<file path="config.mk">
export PLATFORM = sky130hd
export DESIGN_NAME = mem_arbiter
export DESIGN_NICKNAME = d
export VERILOG_FILES = /design/src/rtl/mem_arbiter_pkg.sv /design/src/rtl/mem_arbiter.sv
export SDC_FILE = /design/constraint.sdc
export NUM_CORES = 1
export LEC_CHECK = 0
export BUFFER_PORTS_ARGS = -buffer_cell sky130_fd_sc_hd__buf_2
export CAP_MARGIN = 20
export CORE_AREA = 2 2 102 104
export CTS_CLUSTER_SIZE = 14
export DETAILED_ROUTE_END_ITERATION = 6
export DIE_AREA = 0 0 104 106
export PLACE_DENSITY_LB_ADDON = 0.2
export SLEW_MARGIN = 40
export SYNTH_ARGS = -nofsm -noshare
export SYNTH_HDL_FRONTEND = slang
export SYNTH_SLANG_ARGS = --single-unit
</file>
<file path="constraint.sdc">
create_clock -name i_ck -period 3.4 [get_ports i_ck]
set_input_delay 0.68 -clock i_ck [delete_from_list [all_inputs] [get_ports i_ck]]
set_output_delay 0.68 -clock i_ck [all_outputs]
set_load 0.01 [all_outputs]
</file>
<file path="src/rtl/mem_arbiter_pkg.sv">
// Shared constants for the external memory port arbiter: FSM encoding and bus widths.
package mem_arbiter_pkg;

  localparam int ADDR_W = 30;
  localparam int DATA_W = 32;

  localparam logic [1:0] ST_IDLE   = 2'd0;
  localparam logic [1:0] ST_GNT_IC = 2'd1;
  localparam logic [1:0] ST_GNT_D  = 2'd2;

  typedef enum logic [1:0] {
    IDLE   = ST_IDLE,
    GNT_IC = ST_GNT_IC,
    GNT_D  = ST_GNT_D
  } state_t;

endpackage

</file>
<file path="src/rtl/mem_arbiter.sv">
// Two-way arbiter sharing the external memory port between I-cache refill and D-side.
// Grants are locked per transaction (full I burst or one D word); alternating priority.
module mem_arbiter
  import mem_arbiter_pkg::*;
#(
  parameter int BLOCK_WIDTH = 3
) (
  input  logic              i_ck,
  input  logic              i_rst,
  input  logic              i_ic_req,
  input  logic [ADDR_W-1:0] i_ic_addr,
  output logic              o_ic_ack,
  output logic [DATA_W-1:0] o_ic_data,
  input  logic              i_d_req,
  input  logic              i_d_we,
  input  logic [ADDR_W-1:0] i_d_addr,
  input  logic [DATA_W-1:0] i_d_wdata,
  output logic              o_d_ack,
  output logic [DATA_W-1:0] o_d_rdata,
  output logic              o_mem_req,
  output logic              o_mem_we,
  output logic [ADDR_W-1:0] o_mem_addr,
  output logic [DATA_W-1:0] o_mem_wdata,
  input  logic              i_mem_ack,
  input  logic [DATA_W-1:0] i_mem_data
);

  typedef logic [BLOCK_WIDTH-1:0] beat_t;

  state_t state_q;
  beat_t  beat_q;
  logic   prio_q;

  always_ff @(posedge i_ck) begin
    if (i_rst) begin
      state_q <= IDLE;
      beat_q  <= '0;
      prio_q  <= 1'b0;
    end else begin
      case (state_q)
        IDLE: begin
          // prio_q = 0 favours the I-side when both request
          if (i_ic_req && (!i_d_req || !prio_q)) begin
            state_q <= GNT_IC;
          end else if (i_d_req) begin
            state_q <= GNT_D;
          end
        end
        GNT_IC: begin
          if (i_mem_ack) begin
            if (&beat_q) begin
              state_q <= IDLE;
              beat_q  <= '0;
              prio_q  <= 1'b1;
            end else begin
              beat_q <= beat_q + beat_t'(1);
            end
          end else if (!i_ic_req) begin
            // Abort leaves priority untouched
            state_q <= IDLE;
            beat_q  <= '0;
          end
        end
        GNT_D: begin
          if (i_mem_ack) begin
            state_q <= IDLE;
            prio_q  <= 1'b0;
          end else if (!i_d_req) begin
            state_q <= IDLE;
          end
        end
        default: begin
          state_q <= IDLE;
          beat_q  <= '0;
        end
      endcase
    end
  end

  // Grant-state forwarding is purely combinational to add no latency to the port.
  always_comb begin
    o_mem_req   = 1'b0;
    o_mem_we    = 1'b0;
    o_mem_addr  = '0;
    o_mem_wdata = '0;
    o_ic_ack    = 1'b0;
    o_d_ack     = 1'b0;
    case (state_q)
      GNT_IC: begin
        o_mem_req  = i_ic_req;
        o_mem_addr = i_ic_addr;
        o_ic_ack   = i_mem_ack;
      end
      GNT_D: begin
        o_mem_req   = i_d_req;
        o_mem_we    = i_d_we;
        o_mem_addr  = i_d_addr;
        o_mem_wdata = i_d_wdata;
        o_d_ack     = i_mem_ack;
      end
      default: begin
        o_mem_req = 1'b0;
      end
    endcase
  end

  assign o_ic_data = i_mem_data;
  assign o_d_rdata = i_mem_data;

endmodule

</file>
==> metrics.json <==
{
  "finalSetupViolations": {"value": 0},
  "fin_util": {"value": 20.8, "unit": "%"},
  "synth.distinct_cells": {"value": 24},
  "drv.max_cap_violation_count": {"value": 0},
  "min_path_type": {"value": "register to register"},
  "syn-cell-area": {"value": 1560, "unit": "um^2"},
  "ctsHtreeMaxLevel": {"value": 1},
  "boundaryPins": {"value": 260},
  "placeableCoreArea": {"value": 10000, "unit": "um^2"},
  "worstPathArrival": {"value": 1.87, "unit": "ns"},
  "antenna_violating_nets_post_route": {"value": 0},
  "globalRouteMet3Util": {"value": 3.00, "unit": "%"},
  "viasPerCell": {"value": 3.95},
  "synth_enable_flop_cells": {"value": 0},
  "chipWidth": {"value": 104, "unit": "um"},
  "timing_max_transition_violations_final": {"value": 0},
  "clock_sink_count": {"value": 6},
  "avgRoutedWirePerCell": {"value": 13.0, "unit": "um"},
  "period_share": {"value": 75.0, "unit": "%"},
  "io_buffers": {"value": 163},
  "via_count_of_the_first_global_routing_pass": {"value": 1817},
  "yosys_warnings": {"value": 0},
  "post_synth_mux_area_share": {"value": 1.29, "unit": "%"},
  "r2r_cells": {"value": 5},
  "timing.critical_path.depth": {"value": 6},
  "critical_path_required": {"value": 2.72, "unit": "ns"},
  "global_route.usage.met1": {"value": 9.38, "unit": "%"},
  "synth.yosys.seq_area_share": {"value": 7.71, "unit": "%"},
  "flow.area_growth_from_synthesis": {"value": 33.4, "unit": "%"},
  "mostFrequentLayoutCells": {"value": "buf_2, and2_1, nor2b_1, a22oi_1, dfxtp_1"},
  "clk_root_buffer_cell": {"value": "clkbuf_8"},
  "critical_path.n_buffers_inverters": {"value": 3},
  "outcome": {"value": "finished, final reports clean"},
  "hold_buffers": {"value": 0},
  "whs_path_depth": {"value": 2},
  "first_pass_iters": {"value": 4},
  "synth.ff_latch_count": {"value": 6},
  "overflow": {"value": 0},
  "worst_hold_check_slack": {"value": 0.487, "unit": "ns"},
  "grt_use_met2": {"value": 19.7, "unit": "%"},
  "finalHoldViolCount": {"value": 0},
  "antenna-diode-count": {"value": 0},
  "antenna_found_initial": {"value": 0},
  "r2r-start": {"value": "state_q[1]$_SDFFE_PP0P_"},
  "clock_tree_from_tritoncts": {"value": "done"},
  "layout.cells.most_common": {"value": "buf_2"},
  "remaining_drc_errors": {"value": 0},
  "initial_core_util": {"value": 15.6, "unit": "%"},
  "drt_iter0_drc": {"value": 73},
  "num-nets-final": {"value": 443},
  "layout_cells_sized_above_1": {"value": 56.5, "unit": "%"},
  "setup_tns": {"value": 0, "unit": "ns"},
  "crit_path_max_fanout": {"value": 28},
  "cts_setup_buffers": {"value": 0},
  "dp.cells": {"value": 439},
  "final_period_demand_of_the_worst_path": {"value": 2.55, "unit": "ns"},
  "worst_setup_path_end_kind": {"value": "output port"},
  "std_cell_rows": {"value": 37},
  "die_footprint": {"value": 11000, "unit": "um^2"},
  "routed_wl": {"value": 5750, "unit": "um"},
  "post_synth.cell_area_avg": {"value": 7.21, "unit": "um^2"},
  "synth_xor_xnor_area_share": {"value": 0, "unit": "%"},
  "crit_path_cell_trace": {"value": "inv_1 > ha_2 > buf_4 > a22oi_1 > nor2b_1 > buf_2"},
  "timing_worst_slew_pin_value": {"value": 0.602, "unit": "ns"},
  "clk_transition_reported_paths": {"value": 0.04, "unit": "ns"},
  "grt_busiest_layer": {"value": "met2"},
  "post_synthesis_simple_gate_area_fraction": {"value": 32.9, "unit": "%"},
  "gp_congestion": {"value": 0.668},
  "max_slew_margin": {"value": 59.9, "unit": "%"},
  "cts_made_buffers": {"value": 3},
  "dp.final_hpwl": {"value": 4660, "unit": "um"},
  "criticalPathCategory": {"value": "register to output port"},
  "cellLeakagePower": {"value": 1.11, "unit": "nW"},
  "largest_family_of_logic_cells_by_synthesized_area": {"value": "buffers and inverters"},
  "synth_async_sr_flop_share": {"value": 0, "unit": "%"},
  "postSynthNetCount": {"value": 351},
  "worst_path_largest_cell_delay": {"value": 0.58, "unit": "ns"},
  "synth_fa_ha_area_share": {"value": 4.02, "unit": "%"},
  "worstSetupStartpointType": {"value": "register"},
  "post_cts_resize_count": {"value": 0},
  "grt_util_all_layers": {"value": 9.94, "unit": "%"},
  "cpMaxStageDelayCell": {"value": "ha_2"},
  "synth_flop_cell": {"value": "dfxtp_1"},
  "min_from": {"value": "beat_q[1]$_SDFFE_PP0P_"},
  "clk_latency": {"value": 0.22, "unit": "ns"},
  "achievable_freq": {"value": 0.392, "unit": "GHz"},
  "total_design_power": {"value": 533, "unit": "uW"},
  "vdd_ir_drop_max": {"value": 74.2, "unit": "uV"},
  "grt_max_degree": {"value": 53},
  "grt_setup_unrepaired": {"value": "false"},
  "clock-skew-final": {"value": 0.00138, "unit": "ns"},
  "chipHeight": {"value": 106, "unit": "um"},
  "p_per_area": {"value": 257, "unit": "nW/um^2"},
  "syn-instance-count": {"value": 216},
  "clockBufferDepth": {"value": 2},
  "crit_family": {"value": "adder cells"},
  "route.vias.total": {"value": 1747},
  "grt_pass1_wl": {"value": 8930, "unit": "um"},
  "timing.critical_path.from": {"value": "state_q[1]$_SDFFE_PP0P_"},
  "post_layout_nonfiller_instances": {"value": 442},
  "synth-compound-area-share": {"value": 18.8, "unit": "%"}
}
==> synthesized netlist by cell type (2+ instances only) <==
master | n | area (um^2)
a21oi_1 | 4 | 20.0
and3b_1 | 2 | 17.5
buf_4 | 65 | 488
nand2b_1 | 3 | 18.8
o21ai_0 | 4 | 20.0
a22oi_1 | 31 | 233
clkbuf_1 | 11 | 41.3
inv_1 | 3 | 11.3
ha_1 | 5 | 62.6
nand4_1 | 2 | 12.5
and2_1 | 35 | 219
dfxtp_1 | 6 | 120
mux2i_1 | 2 | 20.0
nor2b_1 | 32 | 200
buf_2 | 2 | 10.0
==> tightest hold or removal path, stage by stage (launching register included) <==
cell,delay [ns]
dfxtp_1,0.30
o21ai_0,0.07
a21oi_1,0.06
==> sequential cells by signal, indices dropped and copies added (netlist names) <==
register / flops
prio_q: 1
beat_q: 3
state_q: 2
==> layer usage <==
metal	vias up	part of all wire [%]
li1	841	-
met1	755	35
met2	122	51
met3	29	11
met4	0	3.0
met5	-	0
==> layout make-up <==
type	count	area, um^2
repair buffers	165	831
inverters	3	11.3
fillers	1172	7920
well taps	136	170
multi-input cells	129	905
flip-flops and latches	6	120
clock buffers	3	41.3
==> final timing paths <==
check	endpoint	slack [ns]
worst min register to register	beat_q[1]$_SDFFE_PP0P_	0.49
worst max register to register	beat_q[0]$_SDFFE_PP0P_	1.47
worst min-delay path	beat_q[1]$_SDFFE_PP0P_	0.49
worst max-delay path	o_mem_addr[7]	0.85
==> through the flow <==
| step | area, um^2 | setup slack [ns] |
|---|---|---|
| 6_report | 2080 | 0.849 |
| 2_1_floorplan | 1560 | 1.38 |
| 4_1_cts | 2080 | 0.723 |
| 3_5_place_dp | 2030 | 0.963 |
| 3_3_place_gp | 2020 | 0.742 |
| 5_1_grt | 2080 | 0.658 |
==> kinds of logic (layout without fill, tap and decap cells) <==
group | after synthesis | count (layout)
AND/OR/NAND/NOR | 81 | 81
buffers and inverters | 81 | 171
AO/OA/AOI/OAI | 41 | 41
flip-flops | 6 | 6
adder cells (fa/ha/maj) | 5 | 5
multiplexers | 2 | 2
==> where the power goes <==
| group | internal, mW | total, mW | switching (mW) |
|---|---|---|---|
| Combinational | 0.168 | 0.347 | 0.179 |
| Clock | 0.0763 | 0.109 | 0.0327 |
| Sequential | 0.0744 | 0.0778 | 0.00342 |
| Total | 0.318 | 0.533 | 0.215 |
Power figures use the tool's default switching activity.
